File: src/rtl/serializer_pkg.sv
// Shared encodings for the operand bit serializer: FSM states and the
// 2-bit {last, bit} token layout used on both master lanes.
package serializer_pkg;

  localparam logic IDLE = 1'b0;
  localparam logic SEND = 1'b1;

  localparam int TOKEN_W  = 2;
  localparam int TOK_BIT  = 0;
  localparam int TOK_LAST = 1;

  typedef enum logic {
    ST_IDLE = IDLE,
    ST_SEND = SEND
  } state_e;

endpackage

File: src/rtl/serializer_lane.sv
// One operand lane: captures a WIDTH-bit operand from its slave channel and
// offers it bit by bit as registered {last, bit} tokens on its master channel.
module serializer_lane
  import serializer_pkg::*;
#(
  parameter int WIDTH = 32,
  parameter int IDX_W = $clog2(WIDTH)
) (
  input  logic               clk,
  input  logic               reset,
  input  logic               s_tvalid,
  input  logic [WIDTH-1:0]   s_tdata,
  output logic               s_tready,
  output logic               m_tvalid,
  output logic [TOKEN_W-1:0] m_tdata,
  input  logic               m_tready,
  input  logic               capture_en,
  input  logic               bit_done,
  input  logic               release_en,
  input  logic               send_next,
  input  logic [IDX_W-1:0]   idx,
  output logic               held,
  output logic               sent
);

  localparam logic [IDX_W-1:0] LAST_IDX = IDX_W'(WIDTH - 1);

  logic [WIDTH-1:0]   shift_q, shift_d;
  logic               held_q, held_d;
  logic               sent_q, sent_d;
  logic               s_tready_q, s_tready_d;
  logic               m_tvalid_q, m_tvalid_d;
  logic [TOKEN_W-1:0] m_tdata_q, m_tdata_d;
  logic               s_fire, m_fire;

  // Status reflects this cycle's handshakes so the top can decide in one edge.
  assign s_fire = capture_en && s_tvalid && s_tready_q;
  assign m_fire = m_tvalid_q && m_tready;
  assign held   = held_q || s_fire;
  assign sent   = sent_q || m_fire;

  always_comb begin
    shift_d    = s_fire ? s_tdata : shift_q;
    held_d     = release_en ? 1'b0 : held;
    sent_d     = bit_done ? 1'b0 : sent;
    s_tready_d = !send_next && !held_d;
    m_tvalid_d = send_next && !sent_d;
    m_tdata_d  = '0;
    if (send_next) begin
      m_tdata_d[TOK_BIT]  = shift_d[idx];
      m_tdata_d[TOK_LAST] = (idx == LAST_IDX);
    end
  end

  always_ff @(posedge clk) begin
    if (reset) begin
      shift_q    <= '0;
      held_q     <= 1'b0;
      sent_q     <= 1'b0;
      s_tready_q <= 1'b0;
      m_tvalid_q <= 1'b0;
      m_tdata_q  <= '0;
    end else begin
      shift_q    <= shift_d;
      held_q     <= held_d;
      sent_q     <= sent_d;
      s_tready_q <= s_tready_d;
      m_tvalid_q <= m_tvalid_d;
      m_tdata_q  <= m_tdata_d;
    end
  end

  assign s_tready = s_tready_q;
  assign m_tvalid = m_tvalid_q;
  assign m_tdata  = m_tdata_q;

endmodule

File: src/rtl/operand_bit_serializer_axi.sv
// Serializes an A/B operand pair LSB-first into lockstep 2-bit token streams
// feeding the bit-level half-adder stage of the Vedic multiplier.
module operand_bit_serializer_axi
  import serializer_pkg::*;
#(
  parameter int WIDTH = 32
) (
  input  logic               clk,
  input  logic               reset,
  input  logic               s_a_tvalid,
  input  logic [WIDTH-1:0]   s_a_tdata,
  output logic               s_a_tready,
  input  logic               s_b_tvalid,
  input  logic [WIDTH-1:0]   s_b_tdata,
  output logic               s_b_tready,
  output logic               m_a_tvalid,
  output logic [TOKEN_W-1:0] m_a_tdata,
  input  logic               m_a_tready,
  output logic               m_b_tvalid,
  output logic [TOKEN_W-1:0] m_b_tdata,
  input  logic               m_b_tready
);

  localparam int               IDX_W    = $clog2(WIDTH);
  localparam logic [IDX_W-1:0] LAST_IDX = IDX_W'(WIDTH - 1);

  state_e           state_q, state_d;
  logic [IDX_W-1:0] idx_q, idx_d;
  logic             capture_en, bit_done, last_done, send_next;
  logic             a_held, b_held, a_sent, b_sent;

  assign capture_en = (state_q == ST_IDLE);
  assign bit_done   = (state_q == ST_SEND) && a_sent && b_sent;
  assign last_done  = bit_done && (idx_q == LAST_IDX);
  assign send_next  = (state_d == ST_SEND);

  // A bit period ends only once both lanes have handshaken, in any order.
  always_comb begin
    state_d = state_q;
    idx_d   = idx_q;
    case (state_q)
      ST_IDLE: begin
        if (a_held && b_held) begin
          state_d = ST_SEND;
          idx_d   = '0;
        end
      end
      ST_SEND: begin
        if (last_done) begin
          state_d = ST_IDLE;
          idx_d   = '0;
        end else if (bit_done) begin
          idx_d = idx_q + IDX_W'(1);
        end
      end
      default: begin
        state_d = ST_IDLE;
        idx_d   = '0;
      end
    endcase
  end

  always_ff @(posedge clk) begin
    if (reset) begin
      state_q <= ST_IDLE;
      idx_q   <= '0;
    end else begin
      state_q <= state_d;
      idx_q   <= idx_d;
    end
  end

  serializer_lane #(.WIDTH(WIDTH), .IDX_W(IDX_W)) u_lane_a (
    .clk        (clk),
    .reset      (reset),
    .s_tvalid   (s_a_tvalid),
    .s_tdata    (s_a_tdata),
    .s_tready   (s_a_tready),
    .m_tvalid   (m_a_tvalid),
    .m_tdata    (m_a_tdata),
    .m_tready   (m_a_tready),
    .capture_en (capture_en),
    .bit_done   (bit_done),
    .release_en (last_done),
    .send_next  (send_next),
    .idx        (idx_d),
    .held       (a_held),
    .sent       (a_sent)
  );

  serializer_lane #(.WIDTH(WIDTH), .IDX_W(IDX_W)) u_lane_b (
    .clk        (clk),
    .reset      (reset),
    .s_tvalid   (s_b_tvalid),
    .s_tdata    (s_b_tdata),
    .s_tready   (s_b_tready),
    .m_tvalid   (m_b_tvalid),
    .m_tdata    (m_b_tdata),
    .m_tready   (m_b_tready),
    .capture_en (capture_en),
    .bit_done   (bit_done),
    .release_en (last_done),
    .send_next  (send_next),
    .idx        (idx_d),
    .held       (b_held),
    .sent       (b_sent)
  );

endmodule
File: config.mk
export PLATFORM = sky130hd
export DESIGN_NAME = operand_bit_serializer_axi
export DESIGN_NICKNAME = d
export VERILOG_FILES = /design/src/rtl/serializer_pkg.sv /design/src/rtl/serializer_lane.sv /design/src/rtl/operand_bit_serializer_axi.sv
export SDC_FILE = /design/constraint.sdc
export NUM_CORES = 1
export LEC_CHECK = 0
export ABC_AREA = 1
export ABC_CLOCK_PERIOD_IN_PS = 3150
export BUFFER_PORTS_ARGS = -buffer_cell sky130_fd_sc_hd__buf_2
export CAP_MARGIN = 15
export CORE_MARGIN = 5
export CORE_UTILIZATION = 54
export CTS_CLUSTER_DIAMETER = 200
export DETAILED_ROUTE_END_ITERATION = 7
export GPL_TIMING_DRIVEN = 0
export PLACE_DENSITY_LB_ADDON = 0.25
export SYNTH_ARGS = -nofsm -noshare
export SYNTH_HDL_FRONTEND = slang
export SYNTH_SLANG_ARGS = --single-unit
export TNS_END_PERCENT = 30
File: constraint.sdc
create_clock -name clk -period 3.15 [get_ports clk]
set_input_delay 0.63 -clock clk [delete_from_list [all_inputs] [get_ports clk]]
set_output_delay 0.63 -clock clk [all_outputs]
set_load 0.02 [all_outputs]
==> flow_summary.yaml, run 1 <==
route:
  wl_mm: 9.39
  drc: 0
  vias_per_cell: 5.44
  first_pass_iters: 5
  drtIter0Drc: 215
  wl_per_cell_um: 15.2
  postRouteAntennaNets: 0
  routed-via-count: 3375
power:
  swShare_pct: 26.4
  leakage_nw: 2.38
  worst_ir_drop_vdd_v: 0.000287
  internal-power_mw: 1.72
  p_comb_share_pct: 17.8
  p_total_mw: 2.34
  pwr-share-clk_pct: 34.2
  power_frac_seq_pct: 47.9
  p_switching_uw: 618
  p_per_area_nw_per_um2: 535
setup_path:
  crit_path_cell_trace: "ha_1, inv_1, nor3_1, ha_1, nand4_1, nand2_1, nor2_1, nor2_1, inv_1, nand3_1, nand3_1, nand2_1, nor2_1"
  end_kind: "flip-flop"
  worst_ep_required_time_ns: 3.40
  rrSetupSlack_ns: 0.33
  crit_slowest_cell: "dfxtp_1"
  path_class: "flip-flop to flip-flop"
  critPathArrivalTime_ns: 3.07
  crit_path_frequent_cell: "nor2_1"
  startpoint_type: "flip-flop"
  worst_path_largest_cell_delay_ns: 0.45
  cp_max_fo: 7
finish:
  drive_above_1_share_pct: 23.0
  antenna_cells: 0
  area_growth_pct: 19.0
  fill_cells: 625
  mostFrequentLayoutCells: "buf_2 (88), nor2_1 (88), nand3_1 (85)"
  nets: 608
clock_network:
  clkLatencyLatePin_ns: 0.35
  cts_hold_buffers: 0
  clock_sinks: 81
  cts_tree: "done"
  post_cts.repair.setup_buffers: 0
  numCtsBuffers: 9
  clock_path_buffers: 2
  cts_root_buffer: "clkbuf_8"
  cts_resized: 0
  h-tree-depth: 3
  path_clk_slew_ns: 0.07
outcome:
  status: "finished, final reports clean"
placed_design:
  dpl.hpwl_mm: 6.70
  gp_congestion: 0.917
  port_buffers: 77
floorplan:
  coreArea_um2: 6720
  die_width_um: 92.5
  num_io_pins: 78
  dieArea_um2: 8560
  rows: 30
  start_util_pct: 54.7
  fp.dieH_um: 92.5
synthesis:
  synth.avg_cell_area_um2: 8.21
  synth_fp_nets: 520
  ys_ff_latch: 81
  ys_types: 24
  synth.yosys.seq_area_share_pct: 44.1
  synth_cells: 448
  synth_warnings: 0
  synthesis.area_um2: 3680
timing:
  slew_violations: 0
  finalHoldViolCount: 0
  worst_pin_slew_ns: 0.577
  fmax_ghz: 0.354
  fin_crit_sh_pct: 89.7
  slew_headroom_pct: 61.4
  finalSetupViolCount: 0
  rsz0062_at_grt: "no"
  timing.hold.ws_ns: 0.494
  finalCriticalPeriod_ns: 2.82
  tns_ns: 0
  clock_skew_ns: 0.00438
global_routing:
  grt_first_pass_wirelength_mm: 15.6
  grt_usage_pct: 23.1
  grt_pass1_vias: 3307
  grt-ovfl-total: 0
  antenna_found_initial: 0
  grt_max_degree: 13
min_path:
  hold_class: "flip-flop to flip-flop"
job:
  cap_violations: 0
[power groups by stage]
stage	logic (mW)	registers [mW]	clock network [mW]
2_1_floorplan	0.292	1.15	0
3_3_place_gp	0.405	1.14	0
3_5_place_dp	0.413	1.15	0
4_1_cts	0.417	1.12	0.809
5_1_grt	0.463	1.13	0.856
6_report	0.417	1.12	0.802
[layer usage]
layer	up-vias	global-route usage (%)	wire length, µm
li1	1665	-	-
met1	1545	29.4	4050
met2	140	38.2	4420
met3	25	3.90	626
met4	0	10.6	301
met5	-	0	0
[logic make-up after synthesis]
kind of cell	after synthesis	synth area share, %
simple gates	246	30.2
flops	81	44.1
mux	64	17.4
buf+inv	45	5.45
compound gates	8	1.70
xor+xnor	2	0.477
fa+ha+maj	2	0.681
[path summary, 6_finish.rpt]
kind | start | to | depth (start not counted)
worst max register to register | idx_q[1] | u_lane_a.m_tdata[0] | 13
worst min-delay path | u_lane_a.shift_q[21] | u_lane_a.shift_q[21] | 2
worst max-delay path | idx_q[1] | u_lane_a.m_tdata[0] | 13
worst min register to register | u_lane_a.shift_q[21] | u_lane_a.shift_q[21] | 2
[cell usage after synthesis]
library cell	n	share of area, %
buf_4	2	0.41
nand3_1	85	12
clkbuf_1	11	1.1
nand2_1	58	5.9
ha_1	2	0.68
inv_2	5	0.51
clkinv_1	1	0.10
buf_2	11	1.5
dfxtp_1	81	44
nand3_4	3	1.4
mux2i_1	64	17
o21ai_2	2	0.48
nand2_4	2	0.61
a21oi_4	1	0.44
nor2_1	88	9.0
a21oi_1	4	0.54
nor3_1	2	0.27
xor2_1	2	0.48
buf_6	1	0.31
inv_4	1	0.17
inv_1	13	1.3
nand4_1	4	0.68
nand2_2	4	0.68
a32oi_1	1	0.24
[critical path, delay by kind of cell (launching register included)]
kind / cells / cell delay, ns
adders and majority gates: 2 / 0.41
buffers and inverters: 2 / 0.31
DFF: 1 / 0.45
and+or+nand+nor: 9 / 1.56
[sequential cells by signal, summed over array words and instances, names as in the netlist]
name               cells
u_lane_b.s_tready      1
u_lane_b.held_q        1
u_lane_a.sent_q        1
idx_q                  5
u_lane_b.m_tdata       1
u_lane_b.shift_q      32
u_lane_a.m_tdata       2
u_lane_a.s_tready      1
u_lane_b.m_tvalid      1
u_lane_b.sent_q        1
state_q                1
u_lane_a.shift_q      32
u_lane_a.m_tvalid      1
u_lane_a.held_q        1
[layout make-up]
cell class | count | area [µm²] | area share, %
inverter | 20 | 77.6 | 1.77
timing repair buffer | 77 | 385 | 8.81
sequential | 81 | 1620 | 37.1
clock buffer | 13 | 179 | 4.09
buffer | 25 | 123 | 2.80
multi-input combinational | 322 | 1850 | 42.4
tap | 80 | 100 | 2.29
clock inverter | 2 | 35.0 | 0.801
[metrics by stage]
stage | instances | setup WS (ns) | instance area (µm²) | util, %
after floorplan | 448 | 0.922 | 3680 | -
after global placement | 605 | 0.389 | 4160 | 61.9
after CTS | 620 | 0.373 | 4380 | 65.1
after global routing | 620 | 0.0429 | 4380 | 65.1
final | 620 | 0.325 | 4380 | 65.1
after detailed placement | 605 | 0.391 | 4160 | 61.9
Power figures use the tool's default switching activity.
==> inputs of run 2 (changes only) <==
- CORE_ASPECT_RATIO: unset -> 1.75
- REMOVE_ABC_BUFFERS: unset -> 1
==> run 2 against run 1 <==
Combinational power is 2% lower. Total power is 6.4% higher. Clock-buffer cell count stayed put. Clock power is 19% higher. Largest cell class unchanged.
==> flow_summary.yaml, run 2 (synthesis results as in run 1) <==
outcome:
  status: "finished, final reports clean"
timing:
  clock_skew_ns: 0.00504
  finalCriticalPeriod_ns: 2.89
  rsz0062_at_grt: "no"
  slew_headroom_pct: 51.0
  fmax_ghz: 0.346
  tns_ns: 0
  fin_crit_sh_pct: 91.8
  layout_setup_ws_ns: 0.257
  slew_violations: 0
  timing.hold.ws_ns: 0.490
  finalSetupViolCount: 0
  finalHoldViolCount: 0
  worst_pin_slew_ns: 0.734
setup_path:
  cp_max_fo: 21
  worst_ep_required_time_ns: 3.41
  r2r-start: "idx_q[0]"
  end_kind: "flip-flop"
  startpoint: "idx_q[0]"
  critPathArrivalTime_ns: 3.16
  path_class: "flip-flop to flip-flop"
  startpoint_type: "flip-flop"
global_routing:
  grt_max_degree: 45
  grt_usage_pct: 20.6
  grt_pass1_vias: 3334
  antenna_found_initial: 0
  grt_first_pass_wirelength_mm: 14.3
  grt-ovfl-total: 0
route:
  wl_per_cell_um: 14.7
  postRouteAntennaNets: 0
  drtIter0Drc: 219
  wl_mm: 8.86
  first_pass_iters: 5
  vias_per_cell: 5.44
  routed-via-count: 3275
  drc: 0
floorplan:
  num_io_pins: 78
  rows: 39
  fp.dieH_um: 119
  dieArea_um2: 8620
  coreArea_um2: 6590
  die_width_um: 72.4
  start_util_pct: 55.8
min_path:
  hold_class: "flip-flop to flip-flop"
  hp-start: "u_lane_a.shift_q[10]"
clock_network:
  clock_path_buffers: 2
  path_clk_slew_ns: 0.06
  cts_tree: "done"
  clock_sinks: 81
  clkLatencyLatePin_ns: 0.33
  numCtsBuffers: 9
  h-tree-depth: 3
  cts_hold_buffers: 0
  cts_root_buffer: "clkbuf_16"
  post_cts.repair.setup_buffers: 0
finish:
  nets: 587
  stdcell_count: 602
  fill_cells: 605
  final_area_um2: 4390
  antenna_cells: 0
  mostFrequentLayoutCells: "nor2_1 (87), nand3_1 (85), dfxtp_1 (81)"
  area_growth_pct: 19.3
  drive_above_1_share_pct: 21.9
  largestRegisters: "u_lane_a.shift_q x32, u_lane_b.shift_q x32, idx_q x5"
  fin_util_pct: 66.6
  final_common_cell: "nor2_1"
placed_design:
  port_buffers: 77
  dpl-instance-area_um2: 4090
  dpl.hpwl_mm: 5.89
  gp_congestion: 0.903
  dp_slack_ns: -0.119
  dp.cells: 584
power:
  leakage_nw: 2.37
  worst_ir_drop_vdd_v: 0.000357
  p_total_mw: 2.49
  p_per_area_nw_per_um2: 568
job:
  cap_violations: 0
[run 2: cell types whose count changed in the layout (fill, tap and decap cells not counted), sizes merged]
cell    delta
buf       -12
clkbuf    -11
clkinv     +2
nand3      +2
bufinv     -1
[run 2: layer usage]
metal  up-vias  GRT usage (%)  wire (µm)  part of all wire (%)
met1      1527           21.7       3400                    38
met4         0           9.35        138                   1.6
met2       104           38.1       4770                    54
met5         -              0          0                     0
li1       1631              -          -                     -
met3        13           4.13        558                   6.3
[run 2: worst paths after layout]
path / end / slack [ns] / cells after the start
max: u_lane_a.m_tdata[0] / 0.26 / 16
min reg2reg: u_lane_a.shift_q[10] / 0.49 / 2
min: u_lane_a.shift_q[10] / 0.49 / 2
max reg2reg: u_lane_a.m_tdata[0] / 0.26 / 16
[run 2: repair_timing]
action / CTS / global route
pin swaps: 0 / 2
resized for setup: 1 / 0
cloned: 0 / 2
setup endpoints to repair: 1 / 2
[run 2: worst max-delay path, cell delays in order, from the launching register on]
cell,delay [ns]
dfxtp_1,0.37
ha_1,0.22
inv_1,0.07
nor3_1,0.05
ha_1,0.19
nand4_1,0.21
nand2_1,0.19
o21ai_2,0.64
buf_16,0.23
inv_2,0.09
nand2_1,0.07
nand3_1,0.07
nand3_1,0.10
nand2_1,0.05
nor2_1,0.10
nor2_1,0.05
nor2_1,0.11
[run 2: area by class of cell]
type,count,area (µm²),area share (%)
Clock buffer,13,260,5.93
Clock inverter,3,15.0,0.342
Inverter,20,77.6,1.77
Multi-Input combinational cell,324,1880,42.8
Sequential cell,81,1620,37.0
Tap cell,82,103,2.34
Timing Repair Buffer,79,433,9.87
[run 2: power by group]
part	total [mW]	leakage (nW)	switching, mW	internal [mW]
combinational	0.409	1.57	0.233	0.176
clock	0.953	0.139	0.380	0.572
sequential	1.13	0.659	0.0299	1.10
